File: config.mk
export PLATFORM = sky130hd
export DESIGN_NAME = ntt_butterfly_addsub
export DESIGN_NICKNAME = d
export VERILOG_FILES = /design/src/rtl/ntt_butterfly_addsub.sv
export SDC_FILE = /design/constraint.sdc
export NUM_CORES = 1
export LEC_CHECK = 0
export ABC_AREA = 0
export BUFFER_PORTS_ARGS = -buffer_cell sky130_fd_sc_hd__buf_4
export CAP_MARGIN = 40
export CORE_AREA = 2 2 166 168
export DETAILED_ROUTE_END_ITERATION = 10
export DIE_AREA = 0 0 168 170
export GPL_TIMING_DRIVEN = 0
export PLACE_DENSITY = 0.51
export SLEW_MARGIN = 40
export SYNTH_ARGS = -nofsm -noshare
export SYNTH_HDL_FRONTEND = slang
export SYNTH_SLANG_ARGS = --single-unit
File: constraint.sdc
create_clock -name clk -period 3.3 [get_ports clk]
set_clock_uncertainty 0.15 [all_clocks]
set_input_delay 0.66 -clock clk [delete_from_list [all_inputs] [get_ports clk]]
set_output_delay 0.66 -clock clk [all_outputs]
set_load 0.03 [all_outputs]
File: src/rtl/ntt_butterfly_addsub.sv
// NTT Cooley-Tukey butterfly back end: aligns a with the Barrett reducer output t,
// forms (a+t) mod q and (a-t) mod q, buffers them in a credit-controlled FWFT FIFO.
module ntt_butterfly_addsub #(
    parameter  int unsigned data_size    = 32,
    parameter  int unsigned prime_number = 2971,
    parameter  int unsigned RED_LATENCY  = 2,
    parameter  int unsigned N            = 256,
    parameter  int unsigned DEPTH        = RED_LATENCY + 2,
    localparam int unsigned CW           = data_size / 2,
    localparam int unsigned IDX_W        = (N > 4) ? $clog2(N / 2) : 1
) (
    input  logic             clk,
    input  logic             rst,
    input  logic             in_valid,
    input  logic [CW-1:0]    in_a,
    output logic             in_ready,
    input  logic [CW-1:0]    t_in,
    output logic             out_valid,
    input  logic             out_ready,
    output logic [CW-1:0]    out_hi,
    output logic [CW-1:0]    out_lo,
    output logic [IDX_W-1:0] bfly_idx,
    output logic             stage_done
);

    localparam int unsigned PW   = (DEPTH > 1) ? $clog2(DEPTH) : 1;
    localparam int unsigned CNTW = $clog2(DEPTH + 1);
    localparam int unsigned LW   = $clog2(RED_LATENCY + 1);

    localparam logic [CW:0]      Q        = (CW + 1)'(prime_number);
    localparam logic [IDX_W-1:0] LAST_IDX = IDX_W'(N / 2 - 1);
    localparam logic [PW-1:0]    LAST_PTR = PW'(DEPTH - 1);

    typedef struct packed {
        logic [CW-1:0] hi;
        logic [CW-1:0] lo;
    } pair_t;

    logic [CW-1:0]          dl_a_q [RED_LATENCY];
    logic [CW-1:0]          dl_a_d [RED_LATENCY];
    logic [RED_LATENCY-1:0] dl_v_q;
    logic [RED_LATENCY-1:0] dl_v_d;

    pair_t                  mem_q [DEPTH];
    logic [PW-1:0]          wr_ptr_q, wr_ptr_d;
    logic [PW-1:0]          rd_ptr_q, rd_ptr_d;
    logic [CNTW-1:0]        cnt_q, cnt_d;

    logic [IDX_W-1:0]       idx_q, idx_d;
    logic                   done_q, done_d;

    logic [LW-1:0]          inflight;
    logic                   accept;
    logic                   wr_en;
    logic                   pop;
    logic [CW-1:0]          a_tail;
    logic [CW:0]            sum;
    logic [CW:0]            diff;
    pair_t                  result;
    pair_t                  head;

    function automatic logic [PW-1:0] ptr_inc(input logic [PW-1:0] p);
        return (p == LAST_PTR) ? '0 : p + PW'(1);
    endfunction

    // Credits: everything already promised (buffered or in the reducer) plus this issue.
    always_comb begin
        inflight = '0;
        for (int unsigned i = 0; i < RED_LATENCY; i++) begin
            inflight = inflight + LW'(dl_v_q[i]);
        end
    end

    assign in_ready = !rst && ((32'(cnt_q) + 32'(inflight) + 32'd1) <= DEPTH);
    assign accept   = in_valid && in_ready;

    // Alignment line mirrors the reducer pipeline, so it advances unconditionally.
    always_comb begin
        dl_a_d    = dl_a_q;
        dl_v_d    = dl_v_q;
        dl_a_d[0] = in_a;
        dl_v_d[0] = accept;
        for (int unsigned i = 1; i < RED_LATENCY; i++) begin
            dl_a_d[i] = dl_a_q[i-1];
            dl_v_d[i] = dl_v_q[i-1];
        end
    end

    always_ff @(posedge clk or posedge rst) begin
        if (rst) begin
            dl_v_q <= '0;
            for (int unsigned i = 0; i < RED_LATENCY; i++) begin
                dl_a_q[i] <= '0;
            end
        end else begin
            dl_v_q <= dl_v_d;
            dl_a_q <= dl_a_d;
        end
    end

    // Modular add/sub; operands are below q so one conditional correction suffices.
    assign a_tail = dl_a_q[RED_LATENCY-1];
    assign wr_en  = dl_v_q[RED_LATENCY-1];

    always_comb begin
        sum  = {1'b0, a_tail} + {1'b0, t_in};
        diff = {1'b0, a_tail} - {1'b0, t_in};
        result.hi = (sum >= Q) ? CW'(sum - Q) : CW'(sum);
        result.lo = (a_tail >= t_in) ? CW'(diff) : CW'(diff + Q);
    end

    // First-word-fall-through output buffer.
    assign out_valid = (cnt_q != '0);
    assign pop       = out_valid && out_ready;
    assign head      = mem_q[rd_ptr_q];
    assign out_hi    = out_valid ? head.hi : '0;
    assign out_lo    = out_valid ? head.lo : '0;

    always_comb begin
        wr_ptr_d = wr_ptr_q;
        rd_ptr_d = rd_ptr_q;
        cnt_d    = cnt_q;
        if (wr_en) begin
            wr_ptr_d = ptr_inc(wr_ptr_q);
        end
        if (pop) begin
            rd_ptr_d = ptr_inc(rd_ptr_q);
        end
        case ({wr_en, pop})
            2'b10:   cnt_d = cnt_q + CNTW'(1);
            2'b01:   cnt_d = cnt_q - CNTW'(1);
            default: cnt_d = cnt_q;
        endcase
    end

    always_ff @(posedge clk) begin
        if (wr_en) begin
            mem_q[wr_ptr_q] <= result;
        end
    end

    always_ff @(posedge clk or posedge rst) begin
        if (rst) begin
            wr_ptr_q <= '0;
            rd_ptr_q <= '0;
            cnt_q    <= '0;
        end else begin
            wr_ptr_q <= wr_ptr_d;
            rd_ptr_q <= rd_ptr_d;
            cnt_q    <= cnt_d;
        end
    end

    // Per-stage butterfly index; the done pulse follows the last handshake of a stage.
    always_comb begin
        idx_d  = idx_q;
        done_d = 1'b0;
        if (pop) begin
            idx_d  = (idx_q == LAST_IDX) ? '0 : idx_q + IDX_W'(1);
            done_d = (idx_q == LAST_IDX);
        end
    end

    always_ff @(posedge clk or posedge rst) begin
        if (rst) begin
            idx_q  <= '0;
            done_q <= 1'b0;
        end else begin
            idx_q  <= idx_d;
            done_q <= done_d;
        end
    end

    assign bfly_idx   = idx_q;
    assign stage_done = done_q;

endmodule

==> results.toml <==
[status]
status = "finished, violations left"
failed_checks = "setup timing"

[die]
ios = 78
core_region_area_mm2 = 0.02665
num_rows = 60
die_y_um = 170
floorplan.die_area_mm2 = 0.02856
fp.dieW_um = 168
start_util = 0.3475

[clock_network]
cts_tree = "done"
cts_max_level = 4
numClockSinks = 177
clk_latency_ns = 0.43
max-clock-path-buffers = 2
cts.clk_slew.worst_paths_ns = 0.08
cts-root-buf = "clkbuf_16"
cts_made_buffers = 17

[timing]
hold_viol = 0
fin_crit_ns = 3.582
tightest_slew_ns = 0.8307
rsz0062_at_grt = "true"
layout_setup_ws_ns = -0.2820
slew_headroom = 0.4422
fin_crit_sh = 1.085
fmax_mhz = 279.2
finalMaxSlewViolations = 0
setup_viol = 83

[pwr]
powerDensity_mw_per_mm2 = 743.0
switchingPower_mw = 3.722
combPwrFrac = 0.471
vdd_drop_max_v = 0.0004057
switching_share = 0.3886
p_int_mw = 5.857
power.leakage_nw = 4.886
power_frac_seq = 0.319
clock_power_share = 0.210

[final_layout]
nets = 977
area_growth_pct = 39.21
diodes = 0
layout-drive-gt1-share = 0.4581
final_cells = 1247
fin_area_mm2 = 0.01289
fill_cells = 2302

[worst_hold_path]
hold_class = "in -> async"

[critical_path]
crit_required_ns = 3.31
endpoint_kind = "register"
arrival_ns = 3.60
worstSetupStartpointType = "register"
ff2ff_path_depth = 14
critPathMaxFanout = 8
critical_path_class = "reg -> reg"
r2r_slack_ns = -0.28

[synthesis]
postSynthAreaPerCell_um2 = 12.92
yosys_warnings = 0
synth_area_leaders = "edfxtp_1, dfrtp_1, mux4_2"
synthArstFlopShare = 0.2768
synth.most_common_cell = "edfxtp_1"
synth_flop_cell = "edfxtp_1"
synth.top_cell.area_share = 0.4150
syn_nets = 801
ys_seq_area_frac = 0.5474
synth_cells = 717
yosys.cell_types.count = 76
netlist_area_mm2 = 0.009261
ys_seq_elements = 177
yosysTopAreaCell = "edfxtp_1"
synth_commonest_cells = "edfxtp_1, dfrtp_1, inv_1"
synth_edf_count = 128

[global_route]
grt_max_degree = 33
grt_usage = 0.1644
grt_pass1_wl_mm = 36.30
grt_pass1_vias = 6676
grt_antenna_before_repair = 0
grt-ovfl-total = 0

[routing]
drt-initial-drc-count = 297
vias = 6410
dr.pass1.iters = 4
viasPerCell = 5.140
remaining_drc_errors = 0
routed_wl_mm = 23.15
wire_per_inst_um = 18.56
ant_nets = 0

[placed_design]
io_buffers = 77
placed_cell_area_mm2 = 0.01065
hpwl_mm = 16.04
place_ws_ns = -1.108
routabilityCongestion = 0.8047
dp.cells = 1136

[job]
drv_cap = 0
## per-layer routing
| layer | vias to the layer above | track usage | routed length [um] |
|---|---|---|---|
| met5 | - | 0 | 0 |
| met4 | 0 | 0.04575 | 370 |
| met3 | 24 | 0.01907 | 470 |
| met2 | 108 | 0.2876 | 11770 |
| met1 | 3248 | 0.2169 | 10540 |
| li1 | 3030 | - | - |
## sequential cells by signal, indices dropped and copies added (netlist names)
name        count
mem_q         128
a_tail         16
dl_a_d         16
bfly_idx        7
cnt_q           3
dl_v_q          2
rd_ptr_q        2
wr_ptr_q        2
stage_done      1
## power groups by stage
| stage | Clock, mW | Sequential, mW | Combinational [mW] |
|---|---|---|---|
| 6_report | 2.01 | 3.06 | 4.51 |
| 5_1_grt | 2.14 | 3.10 | 4.85 |
| 4_1_cts | 2.06 | 3.06 | 4.27 |
| 3_5_place_dp | 0 | 3.09 | 3.88 |
| 3_3_place_gp | 0 | 3.08 | 3.79 |
| 2_1_floorplan | 0 | 3.12 | 2.58 |
## critical path, stage by stage (launching register included)
cell,delay [ns]
dfrtp_2,0.44
ha_4,0.22
nand2b_4,0.13
a2111o_1,0.51
buf_4,0.19
a211oi_4,0.32
o2111ai_2,0.22
a21oi_2,0.26
nand2b_4,0.17
buf_8,0.14
nor4_4,0.05
buf_4,0.15
buf_4,0.12
buf_6,0.11
xnor2_4,0.12
## cells in the final DEF, fill, tap and decap left out, types with 12 or more instances in the layout
| cell | count |
|---|---|
| buf_4 | 144 |
| edfxtp_1 | 128 |
| dfrtp_1 | 48 |
| and2_1 | 37 |
| inv_1 | 36 |
| nor2_1 | 33 |
| mux4_2 | 32 |
| ha_1 | 32 |
| nand2_1 | 31 |
| buf_6 | 22 |
| xnor2_2 | 21 |
| clkbuf_16 | 17 |
| a21oi_1 | 15 |
| o21ai_0 | 14 |
| a21oi_2 | 12 |
## kinds of logic (layout without fill, tap and decap cells)
group | after synthesis | count (layout) | share of synthesized area
flip-flops | 177 | 177 | 0.5474
AO/OA/AOI/OAI | 143 | 143 | 0.1124
buffers and inverters | 74 | 263 | 0.03215
multiplexers | 34 | 34 | 0.08065
adder cells (fa/ha/maj) | 48 | 48 | 0.06809
AND/OR/NAND/NOR | 191 | 191 | 0.1120
XOR/XNOR | 50 | 50 | 0.04728
## stage by stage
stage	utilization	setup TNS (ns)	hold slack (ns)	total power, mW
after floorplan	-	-11.40	0.1812	5.692
after global placement	0.3982	-98.63	0.1820	6.862
after detailed placement	0.3997	-101.33	0.1847	6.971
after CTS	0.4596	-13.63	0.04109	9.386
after global routing	0.4838	-28.38	0.06003	10.08
final	0.4838	-15.10	0.03371	9.579
## worst paths after layout
check | start | to
worst max-delay path | a_tail[1] | mem_q[2][16]
worst max register to register | a_tail[1] | mem_q[2][16]
worst min-delay path | rst | dl_a_d[11]
min in group clk | in_a[10] | dl_a_d[10]
worst min register to register | dl_a_d[3] | a_tail[3]
max in group asynchronous | rst | bfly_idx[4]
## area by class of cell
type	count	area (um^2)	area share
multi-input cells	466	5139	0.3986
flip-flops and latches	177	5071	0.3933
repair buffers	160	1286	0.09977
well taps	341	426.7	0.03309
clock buffers	17	425.4	0.03300
inverters	47	203.9	0.01582
plain buffers	24	172.7	0.01339
clock inverters	15	167.7	0.01300
## what timing repair did
action / CTS / global route
pin swaps: 57 / 50
gates cloned: 0 / 0
setup endpoints to repair: 157 / 150
setup buffers: 58 / 27
hold buffers: 0 / 0
resized for setup: 108 / 85
(Power assumes the default switching activity.)
